**config.mk**
```make
export PLATFORM = sky130hd
export DESIGN_NAME = riscv_divider_xlen
export DESIGN_NICKNAME = d
export VERILOG_FILES = /design/src/rtl/riscv_divider_xlen.sv
export SDC_FILE = /design/constraint.sdc
export NUM_CORES = 1
export LEC_CHECK = 0
export CORE_MARGIN = 4
export CORE_UTILIZATION = 59
export CTS_CLUSTER_DIAMETER = 80
export DETAILED_ROUTE_END_ITERATION = 7
export PLACE_DENSITY = 0.8
export SYNTH_ARGS = -nofsm -noshare
export SYNTH_HDL_FRONTEND = slang
export SYNTH_SLANG_ARGS = --single-unit
```
**constraint.sdc**
```tcl
create_clock -name clk_i -period 3.5 [get_ports clk_i]
set_input_delay 0.525 -clock clk_i [delete_from_list [all_inputs] [get_ports clk_i]]
set_output_delay 0.525 -clock clk_i [all_outputs]
set_load 0.1 [all_outputs]
```
**src/rtl/riscv_divider_xlen.sv**
```systemverilog
// rtl/riscv_divider_xlen.sv - iterative restoring divider for DIV/DIVU/REM/REMU
//
// Sits beside the ALU/multiplier in the execute stage. One operation is in
// flight at a time; the issue stage holds a request until ready_o is high.
// Divide-by-zero and signed overflow resolve in the accept cycle and skip
// the iteration phase entirely.
//
// Parameters:
//   XLEN            operand/result width (32 or 64)
//   BITS_PER_CYCLE  quotient bits resolved per iteration (1 or 2)
//
// Ports:
//   clk_i                clock, rising edge
//   rst_i                synchronous active-high reset
//   opcode_valid_i       request valid
//   op_i                 00 DIV, 01 DIVU, 10 REM, 11 REMU
//   opcode_rd_idx_i      destination register tag
//   opcode_ra_operand_i  dividend
//   opcode_rb_operand_i  divisor
//   flush_i              abort any in-flight operation
//   ready_o              unit idle, can accept
//   writeback_valid_o    one-cycle result strobe
//   writeback_value_o    result (held until the next writeback)
//   writeback_rd_idx_o   tag of the completing operation
//
// Optional feature: define DIVIDER_CACHE_EN to keep the operands and results
// of the last completed iterative operation, so a repeat or a DIV/REM pair on
// the same operands completes without iterating.

module riscv_divider_xlen #(
  parameter int XLEN           = 32,
  parameter int BITS_PER_CYCLE = 1
) (
  input  logic            clk_i,
  input  logic            rst_i,
  input  logic            opcode_valid_i,
  input  logic [1:0]      op_i,
  input  logic [4:0]      opcode_rd_idx_i,
  input  logic [XLEN-1:0] opcode_ra_operand_i,
  input  logic [XLEN-1:0] opcode_rb_operand_i,
  input  logic            flush_i,
  output logic            ready_o,
  output logic            writeback_valid_o,
  output logic [XLEN-1:0] writeback_value_o,
  output logic [4:0]      writeback_rd_idx_o
);

  localparam int N  = XLEN / BITS_PER_CYCLE;
  localparam int CW = $clog2(N + 1);
  localparam logic [XLEN-1:0] MOST_NEG = {1'b1, {(XLEN-1){1'b0}}};

  typedef enum logic [1:0] {IDLE, BUSY, DONE} state_t;

  state_t            state_q, state_d;
  logic [CW-1:0]     cnt_q;
  logic [XLEN-1:0]   rem_q, quo_q;
  logic [2*XLEN-2:0] dvs_q;
  logic              neg_quo_q, neg_rem_q, is_rem_q;
  logic [4:0]        rd_q;
  logic              wb_valid_q;
  logic [XLEN-1:0]   wb_value_q;
  logic [4:0]        wb_rd_q;

  logic              accept, op_signed, a_neg, b_neg, div_zero, ovf, cache_hit;
  logic [XLEN-1:0]   a_mag, b_mag, result;
  logic [XLEN-1:0]   rem_n, quo_n;
  logic [2*XLEN-2:0] dvs_n;

  assign ready_o   = (state_q == IDLE);
  assign accept    = opcode_valid_i && ready_o && !flush_i;
  assign op_signed = !op_i[0];
  assign a_neg     = op_signed && opcode_ra_operand_i[XLEN-1];
  assign b_neg     = op_signed && opcode_rb_operand_i[XLEN-1];
  assign a_mag     = a_neg ? -opcode_ra_operand_i : opcode_ra_operand_i;
  assign b_mag     = b_neg ? -opcode_rb_operand_i : opcode_rb_operand_i;
  assign div_zero  = (opcode_rb_operand_i == '0);
  assign ovf       = op_signed && (opcode_ra_operand_i == MOST_NEG) &&
                     (opcode_rb_operand_i == '1);

`ifdef DIVIDER_CACHE_EN
  logic            c_valid_q, c_signed_q, norm_q, signed_q;
  logic [XLEN-1:0] c_a_q, c_b_q, c_quo_q, c_rem_q, a_q, b_q;

  // Cached magnitudes are reused; sign fix-up is recomputed from the
  // (identical) operands, so DIV and REM can share an entry.
  assign cache_hit = c_valid_q && (c_a_q == opcode_ra_operand_i) &&
                     (c_b_q == opcode_rb_operand_i) && (c_signed_q == op_signed);
`else
  assign cache_hit = 1'b0;
`endif

  // One restoring step per resolved quotient bit; the divisor slides right
  // through the 2*XLEN-1 alignment register.
  always_comb begin
    rem_n = rem_q;
    quo_n = quo_q;
    dvs_n = dvs_q;
    for (int s = 0; s < BITS_PER_CYCLE; s++) begin
      if ({{(XLEN-1){1'b0}}, rem_n} >= dvs_n) begin
        rem_n = rem_n - dvs_n[XLEN-1:0];
        quo_n = {quo_n[XLEN-2:0], 1'b1};
      end else begin
        quo_n = {quo_n[XLEN-2:0], 1'b0};
      end
      dvs_n = dvs_n >> 1;
    end
  end

  always_comb begin
    result = '0;
    if (is_rem_q) result = neg_rem_q ? -rem_q : rem_q;
    else          result = neg_quo_q ? -quo_q : quo_q;
  end

  always_comb begin
    state_d = state_q;
    case (state_q)
      IDLE: if (accept) state_d = (div_zero || ovf || cache_hit) ? DONE : BUSY;
      BUSY: if (cnt_q == CW'(N - 1)) state_d = DONE;
      DONE: state_d = IDLE;
      default: state_d = IDLE;
    endcase
    if (flush_i) state_d = IDLE;
  end

  always_ff @(posedge clk_i) begin
    if (rst_i) begin
      state_q    <= IDLE;
      cnt_q      <= '0;
      wb_valid_q <= 1'b0;
      wb_value_q <= '0;
      wb_rd_q    <= '0;
      rem_q      <= '0;
      quo_q      <= '0;
      dvs_q      <= '0;
      neg_quo_q  <= 1'b0;
      neg_rem_q  <= 1'b0;
      is_rem_q   <= 1'b0;
      rd_q       <= '0;
`ifdef DIVIDER_CACHE_EN
      c_valid_q  <= 1'b0;
      c_signed_q <= 1'b0;
      c_a_q      <= '0;
      c_b_q      <= '0;
      c_quo_q    <= '0;
      c_rem_q    <= '0;
      norm_q     <= 1'b0;
      signed_q   <= 1'b0;
      a_q        <= '0;
      b_q        <= '0;
`endif
    end else begin
      state_q    <= state_d;
      wb_valid_q <= 1'b0;
      if (accept) begin
        rd_q     <= opcode_rd_idx_i;
        is_rem_q <= op_i[1];
        cnt_q    <= '0;
        // Special cases load final values with no sign fix-up.
        if (div_zero) begin
          quo_q     <= '1;
          rem_q     <= opcode_ra_operand_i;
          neg_quo_q <= 1'b0;
          neg_rem_q <= 1'b0;
        end else if (ovf) begin
          quo_q     <= MOST_NEG;
          rem_q     <= '0;
          neg_quo_q <= 1'b0;
          neg_rem_q <= 1'b0;
        end else begin
          neg_quo_q <= a_neg ^ b_neg;
          neg_rem_q <= a_neg;
`ifdef DIVIDER_CACHE_EN
          if (cache_hit) begin
            quo_q <= c_quo_q;
            rem_q <= c_rem_q;
          end else begin
            quo_q <= '0;
            rem_q <= a_mag;
            dvs_q <= {b_mag, {(XLEN-1){1'b0}}};
          end
`else
          quo_q <= '0;
          rem_q <= a_mag;
          dvs_q <= {b_mag, {(XLEN-1){1'b0}}};
`endif
        end
`ifdef DIVIDER_CACHE_EN
        a_q      <= opcode_ra_operand_i;
        b_q      <= opcode_rb_operand_i;
        signed_q <= op_signed;
        norm_q   <= !(div_zero || ovf || cache_hit);
`endif
      end
      if (state_q == BUSY) begin
        rem_q <= rem_n;
        quo_q <= quo_n;
        dvs_q <= dvs_n;
        cnt_q <= cnt_q + CW'(1);
      end
      if (state_q == DONE && !flush_i) begin
        wb_valid_q <= 1'b1;
        wb_value_q <= result;
        wb_rd_q    <= rd_q;
`ifdef DIVIDER_CACHE_EN
        if (norm_q) begin
          c_valid_q  <= 1'b1;
          c_a_q      <= a_q;
          c_b_q      <= b_q;
          c_signed_q <= signed_q;
          c_quo_q    <= quo_q;
          c_rem_q    <= rem_q;
        end
`endif
      end
    end
  end

  // A flush in the strobe cycle still cancels the writeback.
  assign writeback_valid_o  = wb_valid_q && !flush_i;
  assign writeback_value_o  = wb_value_q;
  assign writeback_rd_idx_o = wb_rd_q;

endmodule

```
==> results of run 1 <==
report_power, final:
group,switching [mW],internal [mW]
Clock,0.918,1.09
Combinational,0.844,0.612
Sequential,0.0623,2.12
critical path: cells and delay by family, from the launching register on:
| family | cells | cell delay, ns |
|---|---|---|
| AND/OR/NAND/NOR | 3 | 1.28 |
| AO/OA/AOI/OAI | 5 | 1.14 |
| adder cells (fa/ha/maj) | 1 | 0.40 |
| flip-flops | 1 | 0.37 |
| buffers and inverters | 1 | 0.06 |
layout make-up:
type | count | area share
multi-input combinational | 1192 | 0.531
inverter | 54 | 0.0143
tap | 265 | 0.0235
timing repair buffer | 206 | 0.132
clock buffer | 17 | 0.0301
clock inverter | 15 | 0.0129
sequential | 181 | 0.256
state kept, by name (all words and copies together) (netlist names):
name,flops
writeback_value_o,32
state_q,2
neg_quo_q,1
wb_valid_q,1
rd_q,5
writeback_rd_idx_o,5
cnt_q,6
quo_q,32
neg_rem_q,1
is_rem_q,1
dvs_q,63
rem_q,32
how the worst max path moves through the flow:
stage	from	end	depth (start not counted)
4_1_cts	dvs_q[6]	rem_q[24]	10
5_1_grt	dvs_q[28]	rem_q[8]	10
3_5_place_dp	opcode_rb_operand_i[14]	rem_q[16]	9
6_report	dvs_q[18]	rem_q[31]	10
2_1_floorplan	state_q[1]	dvs_q[51]	7
3_3_place_gp	opcode_rb_operand_i[14]	rem_q[16]	9
layer usage:
layer  vias to the layer above  GRT usage  part of all wire
met5                         -          0                 0
met3                       101     0.0532             0.077
met2                       575      0.524              0.47
met1                      5818      0.430              0.42
met4                         0      0.124             0.038
li1                       5837          -                 -
cells in the mapped netlist (6+ instances only):
master,count
buf_4,6
nor3_1,31
o211a_1,9
o31ai_1,27
buf_2,18
ha_1,38
o21ai_0,62
or3_1,13
xor2_1,71
a21o_1,10
o211ai_1,9
nor2_1,149
nor4_1,23
clkbuf_1,72
xnor2_1,72
nand2_1,155
o221ai_1,7
a31oi_1,9
or4_1,14
inv_1,54
o22ai_1,12
a22oi_1,38
or2_2,7
a221oi_1,43
o41ai_1,16
a211oi_1,15
nand4_1,17
nand3_1,51
a21oi_1,206
nand2b_1,12
dfxtp_1,181
per-stage QoR:
stage	utilization	std cells
after detailed placement	0.693	1898
after CTS	0.724	1930
after global routing	0.724	1930
after floorplan	-	1530
final	0.724	1930
after global placement	0.693	1898
kinds of logic after synthesis:
family	synth area share
and+or+nand+nor	0.204
AOI/OAI and AO/OA	0.277
DFF	0.308
buffers and inverters	0.0565
xor gates and xnor gates	0.107
adders and majority gates	0.0421
muxes	0.00522
==> metrics.txt, run 1 <==
syn nets 1644; initial antenna violation count 0; via count 12300; outcome completed; CTS resizes 0; final setup vio count 0; ANT cells 0; Leakage 5.27 nW; multi-input logic area 7500 µm²; Worst Hold Depth 2; total CTS buffers 17; Max Clk Rate 0.299 GHz; CP Max Fanout 18; share of the synthesized area in the top cell type 0.308; worst slack at placement 0.0949 ns; Worst Path Class, Setup reg -> reg; Unique masters post-synth 76; io pins 114; Worst Hold Path EP writeback_rd_idx_o[2]; Synth Cell Area 11800 µm²; Worst Hold Class reg -> reg; crit path launch type flip-flop; commonest non-fill, non-tap cell in the layout a21oi_1; routed len/inst 18.9 µm; post-route ant nets 0; root buffer cell clkbuf_16; max-cap violations 0; Initial Util 0.602; Final Power 5.64 mW; Synth Area per Inst 7.68 µm²; Site Rows 51; Worst R2R End rem_q[31]; Reg area 3620 µm²; vias per cell 6.39; Post-synth EDFFs 0; largest net degree at the start of global routing 64; Synth Register Bits 181; grt total ovfl 0; Post-Synthesis Cells 1530; DRC violations left 0; Crit path arrival time 3.70 ns; clock tree buffer depth 2; Setup Fix Bufs, Post-CTS 0; I/O Buffers 113; Min Hold Slack 0.452 ns; YS warnings 0; area delta synth->final 20.3%; R2R Setup Slk 0.16 ns; RePlAce Congestion 0.999; sequential area share after synthesis 0.308; Worst path slowest cell nor2_2; first-pass GRT wire length 58.3 mm; GRT Total Usage 0.322; RSZ-0062 raised after global routing false; worst skew pair latency 0.44 ns; Die Y 149 µm; Critical R2R Launch dvs_q[18]; critical path, cell by cell inv_1, ha_1, a21o_1, a311oi_1, o21ai_0, or2_2, o211a_1, nor2_2, a221oi_1, nor3_1; max incr delay on CP 0.74 ns; hold_sp rd_q[2]; Placed Area 13500 µm²; CP Capture Type flip-flop; top_reg_cell synth dfxtp_1; Slew @ Worst Pin 0.993 ns; clk slew on worst S/H paths 0.08 ns; drt first-iter violations 1239; fraction of layout cells with a size suffix above 1 0.0997; routed wire length 36.5 mm; Die ar. 22200 µm²; clock skew 0.0128 ns; CORE AREA 19500 µm²; setup total negative slack 0 ns; hold_buf cts 0; hpwl dp 26.7 mm; Worst Setup Slack, final 0.157 ns; highest-count cells in the layout ignoring fill and taps 206 x a21oi_1, 181 x dfxtp_1, 155 x nand2_1; Worst Reg2Reg Path Length in Cells 10; PD cells 399 nW/µm²; nets 1766; hold violation total from the final report 0; Final min period 3.34 ns; CTS tree built; Die W 149 µm; VDD IR max 0.344 mV; vias in the first global route 11300; CTS HTree Levels 4; Synth area leader dfxtp_1; Worst EP required 3.85 ns; Synth area leaders dfxtp_1 31%, a21oi_1 8.8%, xnor2_1 5.4%; CTS sink count 181; max-slew violations 0; slew margin rel. 0.336; fill count 1652; Synth async-reset ratio 0; Pre-antenna DRT Iters 5; final period utilization 0.955; final instance area 14100 µm²
Power figures use the tool's default switching activity.
==> inputs of run 2 (changes only) <==
- ABC_AREA: default -> 1
- CORE_UTILIZATION: 59 -> 60
==> metrics.txt, run 2 <==
outcome completed; ANT cells 0 (unchanged); clock tree buffer depth 2 (unchanged); drt first-iter violations 2084 (+68%); final setup vio count 0 (unchanged); Post-synth EDFFs 0 (unchanged); PD cells 354 nW/µm² (-11%); routed len/inst 16.4 µm (-13%); sequential area share after synthesis 0.250 (-0.0580); Synth Register Bits 181 (unchanged); final period utilization 0.853 (-0.102); nets 2723 (+54%); initial antenna violation count 0 (unchanged); Worst EP required 3.82 ns (-0.03 ns); hpwl dp 36.7 mm (+38%); Initial Util 0.613 (+0.0113); CTS resizes 0 (unchanged); VDD IR max 0.281 mV (-18%); Post-Synth Adder-Cell Area 0.0342 (-0.00793); clock skew 0.0137 ns (+0.000925 ns); Reg with most FFs dvs_q; CTS HTree Levels 4 (unchanged); Synth Area per Inst 5.68 µm² (-26%); slew margin rel. 0.235 (-0.101); simple logic cell fraction of the synthesized area 0.429 (+0.225); worst skew pair latency 0.45 ns (about the same); GRT Total Usage 0.353 (+0.0310); final instance area 16400 µm² (+16%); clk slew on worst S/H paths 0.08 ns (about the same); Final Power 5.79 mW (+2.7%); highest-count cells in the layout ignoring fill and taps 813 x nand2_1, 328 x inv_1, 294 x nor2_1; share of the synthesized area in the top cell type 0.250 (-0.0580); max-cap violations 0 (unchanged); largest family of logic cells by synthesized area simple AND/OR/NAND/NOR gates; Final min period 2.99 ns (-0.356 ns); commonest non-fill, non-tap cell in the layout nand2_1; hold violation total from the final report 0 (unchanged); RePlAce Congestion 1.04 (+3.7%); CP Max Fanout 16 (-2); grt total ovfl 0 (unchanged); Worst Hold Class reg -> reg; CORE AREA 23600 µm² (+21%); fraction of layout cells with a size suffix above 1 0.0416 (-0.0581); crit path launch type flip-flop; Synth area leaders dfxtp_1 25%, nand2_1 21%, nand3_1 8.8%; post-layout util 0.694 (-0.0305); Die ar. 26700 µm² (+20%); Post-Synthesis Cells 2552 (+67%); largest net degree at the start of global routing 99 (+55%); Synth async-reset ratio 0 (unchanged); Largest register FFs 63 (unchanged); Unique masters post-synth 51 (-33%); Leakage 7.83 nW (+49%); Die W 163 µm (+9.5%); Site Rows 56 (+9.8%); Max Clk Rate 0.335 GHz (+12%); Min Hold Slack 0.468 ns (+0.0161 ns); Pre-antenna DRT Iters 7 (+2); vias per cell 5.80 (-9.2%); post-route ant nets 0 (unchanged); Crit path arrival time 3.31 ns (-0.39 ns); YS warnings 0 (unchanged); Slew @ Worst Pin 1.15 ns (+0.155 ns); RSZ-0062 raised after global routing false; first-pass GRT wire length 75.8 mm (+30%); CP Capture Type flip-flop; io pins 114 (unchanged); root buffer cell clkbuf_16; setup total negative slack 0 ns (unchanged); vias in the first global route 14900 (+32%); Setup Fix Bufs, Post-CTS 0 (unchanged); CTS sink count 181 (unchanged); Synth Cell Area 14500 µm² (+23%); I/O Buffers 113 (unchanged); Placed Area 15800 µm² (+17%); syn nets 2666 (+62%); total CTS buffers 17 (unchanged); dominant cell by count in the synthesized netlist nand2_1; fill count 2246 (+36%); via count 17100 (+38%); mux share of post-synthesis cell area 0 (-0.00521); Synth Area in Compound Gates 0.147 (-0.130); DRC violations left 0 (unchanged); XOR/XNOR Fraction of Synth Area 0.0187 (-0.0878); Die Y 163 µm (+9.5%); R2R Setup Slk 0.51 ns (+0.36 ns); Worst Path Class, Setup reg -> reg; area delta synth->final 13.1%; hold_buf cts 0 (unchanged); Synth area leader dfxtp_1; max-slew violations 0 (unchanged); synth cell count leaders 813 x nand2_1, 329 x inv_1, 294 x nor2_1; CTS tree built; top_reg_cell synth dfxtp_1; routed wire length 48.3 mm (+32%)
[run 2: cell types whose count changed in the layout (fill, tap and decap cells not counted), sizes merged, moves of 34 or more]
cell    before  now
a21oi      206  164
xnor2       72    7
xor2        71   24
a221oi      44    2
o21ai       62  118
nor2       151  311
buf         96   28
nand3       51  259
a31oi        9   43
inv         63  344
nand2      155  821
[run 2: power breakdown]
part / total, mW / leakage (nW) / switching (mW) / internal [mW]
combinational: 1.60 / 6.06 / 1.08 / 0.517
sequential: 2.20 / 1.47 / 0.0817 / 2.12
clock: 1.99 / 0.297 / 0.962 / 1.03
[run 2: kinds of logic (layout without fill, tap and decap cells)]
family,after synthesis,count (layout)
adder cells (fa/ha/maj),39,39
flip-flops,181,181
AND/OR/NAND/NOR,1479,1479
AO/OA/AOI/OAI,383,383
XOR/XNOR,31,31
buffers and inverters,439,509
[run 2: metal layers]
metal  global-route usage  vias up  share of wire
li1                     -     8304              -
met1                0.500     7707           0.43
met2                0.559      929           0.43
met3               0.0371      127          0.097
met4                0.129        0          0.040
met5                    0        -              0
[run 2: worst paths after layout]
check / start / endpoint / cells past startpoint
worst min register to register: cnt_q[5] / cnt_q[5] / 1
worst min-delay path: cnt_q[5] / cnt_q[5] / 1
worst max-delay path: rem_q[11] / rem_q[1] / 13
worst max register to register: rem_q[11] / rem_q[1] / 13
[run 2: critical path: stages, from the launching register on]
cell	delay, ns
dfxtp_1	0.62
ha_1	0.30
nand2_1	0.13
nor2_1	0.33
nand2_1	0.11
nor2_1	0.22
nand2_1	0.08
nand2_1	0.07
nand2_1	0.05
nand2_1	0.10
nand2_2	0.20
buf_4	0.30
a21oi_1	0.26
nor2_1	0.08
[run 2: cell type report]
cell class | count | area [µm²] | share of cell area
inverter | 339 | 1280 | 0.0782
sequential | 181 | 3620 | 0.221
multi-input combinational | 1932 | 9110 | 0.557
tap | 319 | 399 | 0.0244
timing repair buffer | 138 | 1350 | 0.0824
clock inverter | 15 | 185 | 0.0113
clock buffer | 17 | 425 | 0.0260
[run 2: metrics by stage]
stage               worst slack (ns)  std cells
detailed placement             0.277       2909
finish                         0.513       2941
global placement               0.252       2909
floorplan                      0.343       2552
global route                   0.391       2941
CTS                            0.644       2941
